--- config.mk ---
export PLATFORM = sky130hd
export DESIGN_NAME = half_adder
export DESIGN_NICKNAME = d
export VERILOG_FILES = /design/src/rtl/half_adder.sv
export SDC_FILE = /design/constraint.sdc
export NUM_CORES = 1
export LEC_CHECK = 0
export CAP_MARGIN = 40
export CORE_MARGIN = 10
export CORE_UTILIZATION = 25
export CTS_CLUSTER_SIZE = 8
export DETAILED_ROUTE_END_ITERATION = 7
export GPL_TIMING_DRIVEN = 0
export PLACE_DENSITY = 0.51
export SYNTH_ARGS = -nofsm -noshare
export SYNTH_HDL_FRONTEND = slang
export SYNTH_SLANG_ARGS = --single-unit
export TNS_END_PERCENT = 100
--- constraint.sdc ---
create_clock -name clk -period 3.3 [get_ports clk]
set_clock_uncertainty 0.1 [all_clocks]
set_input_delay 0.33 -clock clk [delete_from_list [all_inputs] [get_ports clk]]
set_output_delay 0.33 -clock clk [all_outputs]
set_load 0.01 [all_outputs]
--- src/rtl/half_adder.sv ---
// Half adder with a combinational sum/carry path and a registered path that
// also counts carry events in a saturating counter.
module half_adder #(
    parameter int unsigned CNT_W = 8
) (
    input  logic             clk,
    input  logic             rst,
    input  logic             A,
    input  logic             B,
    input  logic             in_valid,
    output logic             S,
    output logic             Cout,
    output logic             S_r,
    output logic             Cout_r,
    output logic             out_valid,
    output logic [CNT_W-1:0] carry_cnt,
    output logic             carry_sat
);

    logic             s_q, s_d;
    logic             cout_q, cout_d;
    logic             valid_q, valid_d;
    logic [CNT_W-1:0] cnt_q, cnt_d;
    logic             cnt_full;

    assign S    = A ^ B;
    assign Cout = A & B;

    assign cnt_full = &cnt_q;

    always_comb begin
        s_d     = s_q;
        cout_d  = cout_q;
        valid_d = 1'b0;
        cnt_d   = cnt_q;
        if (in_valid) begin
            s_d     = A ^ B;
            cout_d  = A & B;
            valid_d = 1'b1;
            // Saturate rather than wrap once every bit is set.
            if ((A & B) && !cnt_full) begin
                cnt_d = cnt_q + 1'b1;
            end
        end
    end

    always_ff @(posedge clk) begin
        if (rst) begin
            s_q     <= 1'b0;
            cout_q  <= 1'b0;
            valid_q <= 1'b0;
            cnt_q   <= '0;
        end else begin
            s_q     <= s_d;
            cout_q  <= cout_d;
            valid_q <= valid_d;
            cnt_q   <= cnt_d;
        end
    end

    assign S_r       = s_q;
    assign Cout_r    = cout_q;
    assign out_valid = valid_q;
    assign carry_cnt = cnt_q;
    assign carry_sat = cnt_full;

endmodule

==> impl_metrics.ini, run 1 <==
[critical_path]
timing.rr.start = carry_cnt[0]
critPathCaptureType = primary output
cp-start-kind = flop
worst_ep_required_time_ps = 2870
critical_path.startpoint = carry_cnt[0]
path_cells = ha_1 -> nand3_1 -> nor2_1 -> clkdlybuf4s50_1
cp_max_fo = 4
slowest_stage = clkdlybuf4s50_1
rr_worst_depth = 5
slowest_delay_ps = 550
critPathKind = flop to primary output
worstPathArrival_ps = 1720

[cells_and_area]
finalNonFillerCells = 102
final_nets = 83
utilization = 0.386
area_delta_synth_final_pct = 45.1
layout-drive-gt1-share = 0.120
fin_area_um2 = 773
antenna_cells = 0
num-fill-cells = 210

[outcome]
status = finished, final reports clean

[min_path]
hold_depth = 2
hold_class = flop to flop
hold_start = Cout_r

[pwr]
p_int_mw = 0.199
netSwitchingPower_mw = 0.0586
p_total_mw = 0.257
swShare = 0.228
pwr-share-comb = 0.111
peakVddDrop_mv = 0.156
p_leak_nw = 0.267
sequentialPowerShare = 0.535
power_density_mw_per_mm2 = 333
clkPwrFrac = 0.354

[global_routing]
grt_max_degree = 11
grt_overflow_total = 0
first_global_vias = 458
grt_pass1_wl_um = 2130
antenna_found_initial = 0
grtUsageTotal = 0.0634

[floorplan]
start_util = 0.266
die-area_mm2 = 0.00438
rows = 16
coreArea_mm2 = 0.00200
die_w_um = 66.2
ios = 19
die_h_um = 66.2

[clock_network]
post_cts_resized = 0
cts_buffers = 3
post-cts-setup-buffers = 0
cts_tree = done
cts_root_buf = clkbuf_4
htreeDepth = 1
ctsHoldBuffers = 0
clock_latency_ps = 260
path_clk_slew_ps = 70
cts.sinks = 11
clock_path_buffers = 2

[synth]
syn_area_um2 = 533
ys_warn_count = 0
syn-num-nets = 60
ys_top_cells_by_area = dfxtp_1 (41%), nor2_1 (7.7%), xnor2_1 (6.6%), mux2i_1 (5.6%), a2111oi_4 (5.2%)
synth-seq-area-share = 0.413
synth_area_leader_cell = dfxtp_1
ys_types = 22
synth_top_cell_area_share = 0.413
synth.ff_latch_count = 11
avgSynthCellArea_um2 = 10.1
syn_inst = 53

[routing]
antenna_left = 0
drt_first_iter_violations = 11
drc = 0
via_per_inst = 4.53
wl_per_cell_um = 13.0
num_vias = 462
wirelength_um = 1320
first_pass_iters = 4

[flow_run]
cap_violations = 0

[timing]
max_clock_freq_mhz = 465
rsz0062_at_grt = no
slew_viol_final = 0
setup_ws_ps = 1150
maxSlewHeadroom = 0.688
holdWs_ps = 379
hold_viol = 0
tightest_slew_ps = 467
setup_viol = 0
fin_tns_setup_ps = 0
post-route-min-period_ps = 2150
finalCritPeriodShare = 0.652

[placed_design]
portBuffers = 18
gp_congestion = 0.763
placed_area_um2 = 747
post-place-ws_ps = 1270
place_hpwl_um = 976
placed_cells = 98
-- critical path, delay by kind of cell (launching register included) --
family / cells / cell delay, ps
buf+inv: 1 / 550
flops: 1 / 410
simple gates: 2 / 280
fa+ha+maj: 1 / 220
-- placed cells by master, fill, tap and decap left out --
cell and n:
clkbuf_4 3, and3_4 1, a21o_1 1, a2111oi_4 1, xnor2_1 4, nor2_1 11
clkbuf_1 2, nand3_1 1, nor2b_1 1, clkdlybuf4s50_1 18, nand3_2 1, a211oi_1 2
ha_1 2, nand2b_1 1, and4_4 1, nand4_2 1, nor4_2 1, nand4_1 1
o2111ai_1 1, a21oi_1 1, nand2_1 4, xor2_1 2, dfxtp_1 11, mux2i_1 3
-- synthesized netlist by cell type (all sizes together) --
cell type,number
dfxtp,11
nor2,11
nand2,4
xnor2,4
mux2i,3
a211oi,2
ha,2
nand3,2
nand4,2
xor2,2
a2111oi,1
a21o,1
a21oi,1
and3,1
and4,1
clkbuf,1
nand2b,1
nor2b,1
nor4,1
o2111ai,1
-- metal layers --
| metal | vias to the layer above | part of all wire | GRT usage |
|---|---|---|---|
| li1 | 231 | - | - |
| met1 | 212 | 0.46 | 0.0697 |
| met2 | 16 | 0.44 | 0.0921 |
| met3 | 3 | 0.078 | 0.0254 |
| met4 | 0 | 0.017 | 0.0550 |
| met5 | - | 0 | 0 |
-- worst paths after layout --
check	to	slack [ps]
worst min register to register	Cout_r	380
worst min-delay path	Cout_r	380
worst max register to register	carry_cnt[7]	1720
worst max-delay path	carry_sat	1150
-- logic make-up (layout without fill, tap and decap cells) --
family          after synthesis  count (layout)  synth area share
mux                           3               3            0.0563
simple gates                 24              24             0.258
xor+xnor                      6               6            0.0986
compound gates                6               6             0.120
fa+ha+maj                     2               2            0.0469
buf+inv                       1              23           0.00704
flops                        11              11             0.413
-- registers in the layout (all words and copies together), names as in the netlist --
| signal | count |
|---|---|
| carry_cnt | 8 |
| Cout_r | 1 |
| S_r | 1 |
| out_valid | 1 |
-- cell type report --
cell class / count / area [um2] / area share
Buffer: 1 / 3.75 / 0.00485
Timing Repair Buffer: 18 / 180 / 0.233
Clock buffer: 4 / 26.3 / 0.0340
Sequential cell: 11 / 220 / 0.285
Multi-Input combinational cell: 41 / 309 / 0.400
Tap cell: 27 / 33.8 / 0.0437
-- power groups by stage --
stage / logic, mW / registers, mW / clock network [mW]
final: 0.0287 / 0.138 / 0.0910
after global routing: 0.0315 / 0.138 / 0.103
after CTS: 0.0293 / 0.138 / 0.0972
after detailed placement: 0.0291 / 0.141 / 0
after global placement: 0.0291 / 0.141 / 0
after floorplan: 0.0100 / 0.142 / 0
Note: power is estimated with default switching activity, not from simulation.
==> inputs of run 2 (changes only) <==
==> constraint.sdc (replaced) <==
create_clock -name clk -period 2 [get_ports clk]
set_clock_uncertainty 0.1 [all_clocks]
set_input_delay 0.2 -clock clk [delete_from_list [all_inputs] [get_ports clk]]
set_output_delay 0.2 -clock clk [all_outputs]
set_load 0.01 [all_outputs]
==> impl_metrics.ini, run 2 (same netlist as run 1, synthesis figures left out) <==
[outcome]
status = finished, final reports clean

[global_routing]
use_met2 = 0.0921
first_global_vias = 458
grt_overflow_total = 0
antenna_found_initial = 0
grt_max_degree = 11
grtUsageTotal = 0.0634
busiest_layer = met2
met3_usage = 0.0254
grt_pass1_wl_um = 2130
grtUsageMet1 = 0.0697

[critical_path]
cp_max_fo = 4
critPathCaptureType = primary output
critPathKind = primary input to primary output
worst_ep_required_time_ps = 1700
worstPathArrival_ps = 1460
cpLargestDelayFamily = buffers and inverters
slowest_stage = clkdlybuf4s50_1
cp-start-kind = primary input
slowest_delay_ps = 580
path_buf_inv = 2
path_cells = clkdlybuf4s50_1 -> ha_1 -> clkdlybuf4s50_1
crit_path_frequent_cell = clkdlybuf4s50_1

[clock_network]
cts_root_buf = clkbuf_4
clock_latency_ps = 270
cts_buffers = 3
htreeDepth = 1
cts_tree = done
path_clk_slew_ps = 70
cts.sinks = 11
clock_path_buffers = 2

[pwr]
swShare = 0.228
clkPwrFrac = 0.354
p_int_mw = 0.328
p_leak_nw = 0.287
netSwitchingPower_mw = 0.0971
peakVddDrop_mv = 0.259
sequentialPowerShare = 0.535
power_density_mw_per_mm2 = 543
pwr-share-comb = 0.111

[floorplan]
rows = 16
die_h_um = 66.2
coreArea_mm2 = 0.00200
ios = 19
die-area_mm2 = 0.00438
die_w_um = 66.2
start_util = 0.266

[cells_and_area]
multiInputGateArea_um2 = 314
ff_latch_area_um2 = 223
area_delta_synth_final_pct = 46.9
layout-drive-gt1-share = 0.160
antenna_cells = 0
final_common_cell = clkdlybuf4s50_1
final_nets = 83
final_cell_mix = clkdlybuf4s50_1 (17), nor2_1 (11), dfxtp_1 (9)
num-fill-cells = 211
largest_reg_flops = 8

[routing]
first_pass_iters = 4
wirelength_um = 1330
antenna_left = 0
wl_per_cell_um = 13.0
drc = 0
drt_first_iter_violations = 9
via_per_inst = 4.54
num_vias = 463

[placed_design]
post-place-ws_ps = 175
gp_congestion = 0.763
place_hpwl_um = 976
portBuffers = 18

[timing]
setup_ws_ps = 241
finalCritPeriodShare = 0.880
hold_viol = 0
setup_viol = 0
post-route-min-period_ps = 1760
slew_viol_final = 0
maxSlewHeadroom = 0.689
rsz0062_at_grt = no
tightest_slew_ps = 467
max_clock_freq_mhz = 568
fin_tns_setup_ps = 0

[min_path]
hold_class = flop to flop

[flow_run]
cap_violations = 0
[run 2: cell count changes in the layout (fill, tap and decap cells not counted)]
| cell | delta |
|---|---|
| nand3_2 | +1 |
| nand3_1 | -1 |
| dfxtp_1 | -2 |
| dfxtp_2 | +2 |
| dlymetal6s2s_1 | +1 |
| clkdlybuf4s50_1 | -1 |
[run 2: area by class of cell]
cell class	count	share of cell area
buffer	1	0.00479
clock buffer	4	0.0335
multi-input combinational	41	0.401
sequential	11	0.284
tap	27	0.0431
timing repair buffer	18	0.233
[run 2: power groups by stage]
stage          Combinational, mW  Sequential (mW)  Clock (mW)
4_1_cts                   0.0484            0.227       0.160
2_1_floorplan             0.0165            0.234           0
6_report                  0.0473            0.227       0.151
3_5_place_dp              0.0481            0.232           0
3_3_place_gp              0.0479            0.232           0
5_1_grt                   0.0520            0.228       0.170
[run 2: final timing paths]
kind	start	end	slack, ps	cells past startpoint
hold reg to reg	Cout_r	Cout_r	380	2
setup reg to reg	carry_cnt[0]	carry_cnt[7]	430	5
hold / removal	Cout_r	Cout_r	380	2
setup / recovery	A	Cout	240	3
[run 2: metrics by stage]
stage / cell area [um2] / total power [mW] / utilization / hold WS [ps] / std cells
6_report: 783 / 0.425 / 0.391 / 379 / 102
3_3_place_gp: 747 / 0.280 / 0.373 / 362 / 98
5_1_grt: 783 / 0.450 / 0.391 / 405 / 102
4_1_cts: 776 / 0.436 / 0.388 / 380 / 102
3_5_place_dp: 747 / 0.280 / 0.373 / 367 / 98
2_1_floorplan: 533 / 0.251 / - / 172 / 53
[run 2: layer usage]
metal  part of all wire  vias to the layer above
met2               0.45                       16
li1                   -                      230
met1               0.46                      214
met5                  0                        -
met4              0.017                        0
met3              0.070                        3
[run 2: what timing repair did]
item / CTS / global route
setup buffers: 0 / 0
gates resized for setup: 2 / 2
hold buffers: 0 / 0
gates cloned: 0 / 0
endpoints found under the setup margin: 1 / 1
pin swaps: 0 / 0
[run 2: tightest hold or removal path, delay by kind of cell (launching register included)]
kind               cells  cell delay (ps)
DFF                    1              310
and+or+nand+nor        1               70
AOI/OAI and AO/OA      1               60
==> inputs of run 3 (changes only) <==
==> constraint.sdc (replaced) <==
create_clock -name clk -period 2 [get_ports clk]
set_clock_uncertainty 0.1 [all_clocks]
set_input_delay 0.2 -clock clk [delete_from_list [all_inputs] [get_ports clk]]
set_output_delay 0.2 -clock clk [all_outputs]
set_load 0.005 [all_outputs]
==> impl_metrics.ini, run 3 (same netlist as run 1, synthesis figures left out) <==
[outcome]
status = finished, final reports clean

[clock_network]
ctsHoldBuffers = 0
cts.sinks = 11
post_cts_resized = 1
clock_latency_ps = 260
cts_buffers = 3
post-cts-setup-buffers = 0
clock_path_buffers = 2
cts_root_buf = clkbuf_4
cts_tree = done
htreeDepth = 1
path_clk_slew_ps = 70

[pwr]
p_leak_nw = 0.265
power_density_mw_per_mm2 = 538
peakVddDrop_mv = 0.257

[timing]
setup_viol = 0
hold_viol = 0
fin_tns_setup_ps = 0
rsz0062_at_grt = no
maxSlewHeadroom = 0.689
finalCritPeriodShare = 0.940
tightest_slew_ps = 466
max_clock_freq_mhz = 532
post-route-min-period_ps = 1880
slew_viol_final = 0

[cells_and_area]
final_cell_mix = clkdlybuf4s50_1 (18), nor2_1 (11), dfxtp_1 (9)
final_nets = 83
finalNonFillerCells = 102
antenna_cells = 0
largest_reg_flops = 8
layout-drive-gt1-share = 0.173
area_delta_synth_final_pct = 46.9
final_common_cell = clkdlybuf4s50_1

[critical_path]
slowest_stage = clkdlybuf4s50_1
cp_max_fo = 4
critical_path.startpoint = carry_cnt[0]
cp-start-kind = flop
endpoint = carry_sat
critPathKind = flop to primary output
slowest_delay_ps = 510
r2r_end = carry_cnt[7]
reg2reg_slack_ps = 470
worst_ep_required_time_ps = 1700
critPathCaptureType = primary output
path_cells = ha_2 -> nand3_2 -> nor2_1 -> clkdlybuf4s50_1
timing.rr.start = carry_cnt[0]
rr_worst_depth = 5
worstPathArrival_ps = 1580

[floorplan]
die_w_um = 66.2
die_h_um = 66.2
die-area_mm2 = 0.00438
rows = 16
ios = 19
coreArea_mm2 = 0.00200
start_util = 0.266

[routing]
num_vias = 457
antenna_left = 0
wl_per_cell_um = 12.9
drc = 0
drt_first_iter_violations = 10
first_pass_iters = 4
wirelength_um = 1310
via_per_inst = 4.48

[global_routing]
grt_pass1_wl_um = 2130
first_global_vias = 458
grt_max_degree = 11
antenna_found_initial = 0
grtUsageTotal = 0.0634
grt_overflow_total = 0

[flow_run]
cap_violations = 0

[placed_design]
placed_cells = 98
place_hpwl_um = 976
gp_congestion = 0.763
portBuffers = 18

[min_path]
hold_start = Cout_r
hold_class = flop to flop
run 3: changes by cell type in the layout (fill, tap and decap cells not counted):
cell             change
dlymetal6s2s_1       -1
ha_1                 -1
clkdlybuf4s50_1      +1
ha_2                 +1
run 3: worst min path at each step:
stage                endpoint  slack [ps]  cells after the start
finish                 Cout_r         380                      2
global route        out_valid         400                      2
CTS                    Cout_r         380                      2
detailed placement     Cout_r         370                      2
floorplan           out_valid         170                      1
global placement       Cout_r         360                      2
run 3: cell type report:
class / instances / area [um2]
fill: 208 / 1220
multi-input combinational: 41 / 317
sequential: 11 / 223
timing repair buffer: 18 / 180
tap: 27 / 33.8
clock buffer: 4 / 26.3
buffer: 1 / 3.75
run 3: metal layers:
layer | track usage | part of all wire | vias to the layer above
met1 | 0.0697 | 0.46 | 208
li1 | - | - | 230
met4 | 0.0550 | 0.017 | 0
met2 | 0.0921 | 0.44 | 16
met3 | 0.0254 | 0.078 | 3
met5 | 0 | 0 | -
run 3: power breakdown:
| group | internal, mW | switching, mW | total [mW] |
|---|---|---|---|
| Sequential | 0.224 | 0.00328 | 0.227 |
| Combinational | 0.0268 | 0.0174 | 0.0442 |
| Clock | 0.0771 | 0.0726 | 0.150 |
run 3: worst max-delay path, delay by kind of cell (launching register included):
| kind | cells | cell delay, ps |
|---|---|---|
| buffers and inverters | 1 | 510 |
| DFF | 1 | 370 |
| and+or+nand+nor | 2 | 230 |
| adders and majority gates | 1 | 210 |
run 3: metrics by stage:
step	power (mW)	utilization	setup WS, ps	cell area (um2)	hold slack (ps)
floorplan	0.248	-	485	533	172
global placement	0.277	0.373	162	747	362
detailed placement	0.277	0.373	175	747	367
CTS	0.433	0.387	16.1	774	380
global route	0.447	0.391	25.1	783	405
finish	0.421	0.391	120	783	379
